File: src/rtl/lite16_pkg.sv
// Purpose: shared definitions for the LITE-16 sequencer (state encoding, class priority, ir fields).
// Latency: n/a (definitions only).
// Backpressure: n/a.
package lite16_pkg;

  localparam int ADDR_W_DEF = 8;

  // Instruction register field positions
  localparam int OPC_HI   = 15;
  localparam int OPC_LO   = 12;
  localparam int COND_BIT = 11;

  typedef enum logic [2:0] {
    S_IDLE   = 3'd0,
    S_FETCH  = 3'd1,
    S_DECODE = 3'd2,
    S_EXEC   = 3'd3,
    S_MEM    = 3'd4,
    S_WB     = 3'd5,
    S_HALT   = 3'd6
  } state_t;

  typedef enum logic [2:0] {
    C_FN  = 3'd0,
    C_RI  = 3'd1,
    C_CMP = 3'd2,
    C_ST  = 3'd3,
    C_LD  = 3'd4,
    C_JMP = 3'd5
  } class_t;

  // Class priority when control_unit raises several flags at once:
  // jmp > ld > st > cmp > ri > fn. Caller checks separately that some flag is set.
  function automatic class_t pick_class(input logic jmp, input logic ld, input logic st,
                                        input logic cmp, input logic ri, input logic fn);
    class_t c;
    c = C_FN;
    if (jmp)      c = C_JMP;
    else if (ld)  c = C_LD;
    else if (st)  c = C_ST;
    else if (cmp) c = C_CMP;
    else if (ri)  c = C_RI;
    else if (fn)  c = C_FN;
    return c;
  endfunction

endpackage

File: src/rtl/lite16_pc.sv
// Purpose: program counter; loadable, incrementing, wraps modulo 2^ADDR_W.
// Latency: 1 cycle (registered). Load has priority over increment.
// Backpressure: none. Ports: clk, rst_n, inc, load, load_val -> pc.
module lite16_pc #(
  parameter int ADDR_W = 8
) (
  input  logic              clk,
  input  logic              rst_n,
  input  logic              inc,
  input  logic              load,
  input  logic [ADDR_W-1:0] load_val,
  output logic [ADDR_W-1:0] pc
);

  always_ff @(posedge clk or negedge rst_n) begin
    if (!rst_n) begin
      pc <= '0;
    end else if (load) begin
      pc <= load_val;
    end else if (inc) begin
      pc <= pc + ADDR_W'(1);
    end
  end

endmodule

File: src/rtl/lite16_sequencer.sv
// Purpose: multi-cycle LITE-16 sequencer owning pc, ir and cmp_flag; steps fetch/decode/exec/mem/wb.
// Latency: 3 cycles fn/ri/cmp/jmp, 4 st, 5 ld with zero-wait memory; +1 per memory wait cycle.
// Backpressure: holds mem_req (and address) until mem_ready; all outputs are Moore.
// Ports: run starts from IDLE; mem_* single-port memory handshake; dec_* class flags from
// control_unit (driven by opcode); alu_eq sampled on cmp; alu_en/reg_we strobes; busy/halted status.
module lite16_sequencer
  import lite16_pkg::*;
#(
  parameter int ADDR_W = ADDR_W_DEF
) (
  input  logic              clk,
  input  logic              rst_n,
  input  logic              run,
  input  logic              mem_ready,
  input  logic [15:0]       mem_rdata,
  input  logic              dec_ri,
  input  logic              dec_cmp,
  input  logic              dec_ld,
  input  logic              dec_st,
  input  logic              dec_jmp,
  input  logic              dec_fn,
  input  logic              alu_eq,
  output logic [3:0]        opcode,
  output logic [15:0]       ir,
  output logic [ADDR_W-1:0] pc,
  output logic              mem_req,
  output logic              mem_we,
  output logic [ADDR_W-1:0] mem_addr,
  output logic              alu_en,
  output logic              reg_we,
  output logic              busy,
  output logic              halted
);

  state_t state, state_nxt;
  class_t cls, dec_cls;
  logic   cmp_flag;
  logic   pc_inc, pc_load;
  logic   any_dec;

  assign any_dec = dec_jmp | dec_ld | dec_st | dec_cmp | dec_ri | dec_fn;
  assign dec_cls = pick_class(dec_jmp, dec_ld, dec_st, dec_cmp, dec_ri, dec_fn);

  lite16_pc #(.ADDR_W(ADDR_W)) u_pc (
    .clk      (clk),
    .rst_n    (rst_n),
    .inc      (pc_inc),
    .load     (pc_load),
    .load_val (ir[ADDR_W-1:0]),
    .pc       (pc)
  );

  always_ff @(posedge clk or negedge rst_n) begin
    if (!rst_n) begin
      state <= S_IDLE;
    end else begin
      state <= state_nxt;
    end
  end

  // ir, latched class and compare flag
  always_ff @(posedge clk or negedge rst_n) begin
    if (!rst_n) begin
      ir       <= '0;
      cls      <= C_FN;
      cmp_flag <= 1'b0;
    end else begin
      if (state == S_FETCH && mem_ready) ir <= mem_rdata;
      if (state == S_DECODE)             cls <= dec_cls;
      if (state == S_EXEC && cls == C_CMP) cmp_flag <= alu_eq;
    end
  end

  // Outputs depend only on state and registers; mem_ready only steers
  // next-state and the pc increment, never an output.
  always_comb begin
    state_nxt = state;
    pc_inc    = 1'b0;
    pc_load   = 1'b0;
    mem_req   = 1'b0;
    mem_we    = 1'b0;
    mem_addr  = pc;
    alu_en    = 1'b0;
    reg_we    = 1'b0;
    case (state)
      S_IDLE: begin
        if (run) state_nxt = S_FETCH;
      end
      S_FETCH: begin
        mem_req = 1'b1;
        if (mem_ready) begin
          pc_inc    = 1'b1;
          state_nxt = S_DECODE;
        end
      end
      S_DECODE: begin
        state_nxt = any_dec ? S_EXEC : S_HALT;
      end
      S_EXEC: begin
        state_nxt = S_FETCH;
        case (cls)
          C_FN, C_RI: begin
            alu_en = 1'b1;
            reg_we = 1'b1;
          end
          C_CMP: alu_en = 1'b1;
          C_LD, C_ST: state_nxt = S_MEM;
          C_JMP: pc_load = !ir[COND_BIT] || cmp_flag;
          default: ;
        endcase
      end
      S_MEM: begin
        mem_req  = 1'b1;
        mem_we   = (cls == C_ST);
        mem_addr = ir[ADDR_W-1:0];
        if (mem_ready) state_nxt = (cls == C_LD) ? S_WB : S_FETCH;
      end
      S_WB: begin
        reg_we    = 1'b1;
        state_nxt = S_FETCH;
      end
      S_HALT: state_nxt = S_HALT;
      default: state_nxt = S_IDLE;
    endcase
  end

  assign opcode = ir[OPC_HI:OPC_LO];
  assign busy   = (state != S_IDLE) && (state != S_HALT);
  assign halted = (state == S_HALT);

endmodule

File: config.mk
export PLATFORM = sky130hd
export DESIGN_NAME = lite16_sequencer
export DESIGN_NICKNAME = d
export VERILOG_FILES = /design/src/rtl/lite16_pkg.sv /design/src/rtl/lite16_pc.sv /design/src/rtl/lite16_sequencer.sv
export SDC_FILE = /design/constraint.sdc
export NUM_CORES = 1
export LEC_CHECK = 0
export ABC_AREA = 1
export BUFFER_PORTS_ARGS = -buffer_cell sky130_fd_sc_hd__buf_2
export CELL_PAD_IN_SITES_DETAIL_PLACEMENT = 2
export CELL_PAD_IN_SITES_GLOBAL_PLACEMENT = 2
export CORE_ASPECT_RATIO = 1.1
export CORE_UTILIZATION = 25
export CTS_CLUSTER_DIAMETER = 200
export DETAILED_ROUTE_END_ITERATION = 16
export GPL_TIMING_DRIVEN = 0
export PLACE_DENSITY_LB_ADDON = 0.08
export SLEW_MARGIN = 25
export SYNTH_ARGS = -nofsm -noshare
export SYNTH_HDL_FRONTEND = slang
export SYNTH_HIERARCHICAL = 1
export SYNTH_SLANG_ARGS = --single-unit
File: constraint.sdc
create_clock -name clk -period 1.83 [get_ports clk]
set_input_delay 0 -clock clk [delete_from_list [all_inputs] [get_ports clk]]
set_output_delay 0 -clock clk [all_outputs]
set_load 0.02 [all_outputs]
==> impl_metrics.env <==
export IMPL_fin_cells=417
export IMPL_synth_nets=266
export IMPL_postRouteAntennaNets=0
export IMPL_r2r_start="state[2]"
export IMPL_syn_instance_count=238
export IMPL_first_pass_iters=4
export IMPL_slew_violations=0
export IMPL_grt_pass1_wl_mm=9.528
export IMPL_fmax_mhz=601.4
export IMPL_p_sw_frac=0.4946
export IMPL_dieWidth_um=81.53
export IMPL_synth_top_area_cell="dfrtp_1"
export IMPL_cts_tree="yes"
export IMPL_hold_viol=0
export IMPL_start_util=0.2607
export IMPL_ys_seq_elements=31
export IMPL_min_period_over_period=0.9086
export IMPL_hold_depth=3
export IMPL_r2r_end="u_pc/pc[2]"
export IMPL_hold_path_class="primary input to flop"
export IMPL_worst_path_buf_inv=3
export IMPL_tns_ns=0
export IMPL_grt_pass1_vias=2016
export IMPL_pwr_share_comb=0.537
export IMPL_diodes=0
export IMPL_path_cells="inv_2 > nand3_1 > a211oi_2 > buf_4 > buf_4 > nor2_8 > nand2_1 > nand2_1"
export IMPL_fin_ws_ns=0.1672
export IMPL_ff2ff_setup_slack_ns=0.17
export IMPL_internal_power_mw=2.183
export IMPL_slowest_stage="dfrtp_1"
export IMPL_cts_buffer_depth=2
export IMPL_critPathMaxFanout=8
export IMPL_worst_pin_slew_ns=0.7387
export IMPL_rsz0062_at_grt="false"
export IMPL_worstPathRequired_ns=1.99
export IMPL_drive_gt1_frac=0.2955
export IMPL_n_fill_cell=821
export IMPL_grtUsageTotal=0.1740
export IMPL_cap_violations=0
export IMPL_layout_commonest_cell="nand2_1"
export IMPL_slew_headroom=0.5075
export IMPL_worstHoldEndpoint="cls[1]"
export IMPL_crit_path_end_kind="flop"
export IMPL_start_kind="flop"
export IMPL_routed_wl_mm=5.816
export IMPL_wire_per_inst_um=13.95
export IMPL_crit_path_max_incr_delay_ns=0.42
export IMPL_netlist_area_leader_share=0.4460
export IMPL_clkPwrFrac=0.140
export IMPL_rr_worst_depth=8
export IMPL_synth_warnings=6
export IMPL_setup_viol=0
export IMPL_coreArea_um2=6671
export IMPL_skew_ns=0.005405
export IMPL_netlist_area_um2=1739
export IMPL_hpwl_mm=4.209
export IMPL_cts_buffers=5
export IMPL_ys_types=31
export IMPL_avgSynthCellArea_um2=7.307
export IMPL_htree_levels=2
export IMPL_ys_seq_area_frac=0.4460
export IMPL_pre_cts_slack_ns=0.04751
export IMPL_dp_cells=388
export IMPL_ios=69
export IMPL_synthTopCellsByArea="dfrtp_1, nand2_1, nand3_1, nor2_1, inv_1"
export IMPL_overflow=0
export IMPL_dieArea_um2=7295
export IMPL_layout_min_cycle_time_ns=1.663
export IMPL_cts_root_buf="clkbuf_8"
export IMPL_p_total_mw=4.320
export IMPL_p_switching_mw=2.137
export IMPL_leakage_nw=1.390
export IMPL_ir_drop_mv=0.5459
export IMPL_vias=1927
export IMPL_first_iter_violations=69
export IMPL_hold_ws_ns=0.02789
export IMPL_antenna_found_initial=0
export IMPL_via_per_inst=4.621
export IMPL_clock_sinks=31
export IMPL_final_cell_area_um2=2490
export IMPL_rows=31
export IMPL_critical_path_class="flop to flop"
export IMPL_powerDensity_nw_per_um2=1735
export IMPL_grt_start_max_net_pins=32
export IMPL_final_cell_mix="nand2_1, buf_2, dfrtp_1"
export IMPL_portBuffers=68
export IMPL_finalNetCount=362
export IMPL_clk_latency_ns=0.28
export IMPL_crit_family="buffers and inverters"
export IMPL_drc=0
export IMPL_placed_area_um2=2182
export IMPL_arrival_ns=1.82
export IMPL_cts_clk_slew_worst_paths_ns=0.07
export IMPL_min_delay_start="dec_cmp"
export IMPL_gp_congestion=0.7286
export IMPL_status="completed"
export IMPL_area_delta_synth_final_pct=43.17
export IMPL_die_h_um=89.48
export IMPL_final_util=0.3732
export IMPL_sequentialPowerShare=0.323
-- flip-flops by register name, summed over array words and instances, names as in the netlist --
name	count
cls	3
state	3
cmp_flag	1
u_pc/pc	8
ir	16
-- worst min-delay path, stage by stage --
cell and delay [ns]:
buf_2 0.09, nor2_1 0.05, o22ai_1 0.12
-- per-layer routing --
layer,global-route usage,vias to the layer above,routed length (um),share of wire
met5,0,-,0,0
met4,0.04383,0,60,0.010
met3,0.03776,6,221,0.038
met2,0.3333,43,3144,0.54
met1,0.1913,943,2389,0.41
li1,-,935,-,-
-- timing repair --
| item | CTS | global route |
|---|---|---|
| gates resized for setup | 0 | 1 |
| endpoints found under the setup margin | 0 | 8 |
| hold buffers | 18 | 0 |
| buffers inserted | 0 | 3 |
| endpoints found under the hold margin | 48 | 0 |
-- power groups by stage --
stage                     Combinational, mW  Sequential, mW  Clock (mW)
final                                  2.32            1.40       0.606
after global routing                   2.59            1.45       0.647
after floorplan                        1.27            1.61           0
after global placement                 2.24            1.41           0
after detailed placement               2.30            1.42           0
after CTS                              2.34            1.41       0.627
-- synth_stat cells --
cell type and number:
a211oi_1 1, a21oi_1 2, a22oi_1 6, buf_2 1, buf_4 6, buf_8 1
clkinv_1 1, dfrtp_1 31, ha_1 1, inv_1 13, inv_2 3, inv_6 1
nand2_1 116, nand2_2 2, nand2_4 1, nand3_1 16, nand3_2 1, nor2_1 17
nor2_2 2, nor2_4 1, nor2_8 1, nor3b_1 1, nor4_1 1, o21a_1 1
o21ai_0 4, o21ai_1 1, o21bai_1 2, o22ai_1 1, o32ai_1 1, xnor2_1 1
xor2_1 1
-- cells by family (layout without fill, tap and decap cells) --
family	count (synthesis)	count (layout)	synth area share
adders and majority gates	1	1	0.007193
buffers and inverters	26	123	0.07913
DFF	31	31	0.4460
and+or+nand+nor	159	159	0.3856
AOI/OAI and AO/OA	19	19	0.07194
xor gates and xnor gates	2	2	0.01007
-- final cells by class --
type | count | area [um2] | area share
Buffer | 8 | 65.06 | 0.02613
Clock buffer | 8 | 100.1 | 0.04020
Inverter | 18 | 72.57 | 0.02915
Multi-Input combinational cell | 181 | 830.8 | 0.3337
Sequential cell | 31 | 775.7 | 0.3116
Tap cell | 82 | 102.6 | 0.04121
Timing Repair Buffer | 89 | 543.0 | 0.2181
-- how the worst max path moves through the flow --
stage / depth (start not counted) / end / startpoint
final: 8 / u_pc/pc[2] / state[2]
after global routing: 8 / u_pc/pc[1] / state[2]
after global placement: 7 / u_pc/pc[2] / state[2]
after detailed placement: 7 / u_pc/pc[4] / state[2]
after floorplan: 7 / u_pc/pc[3] / state[2]
after CTS: 7 / u_pc/pc[6] / state[2]
Note: power is estimated with default switching activity, not from simulation.
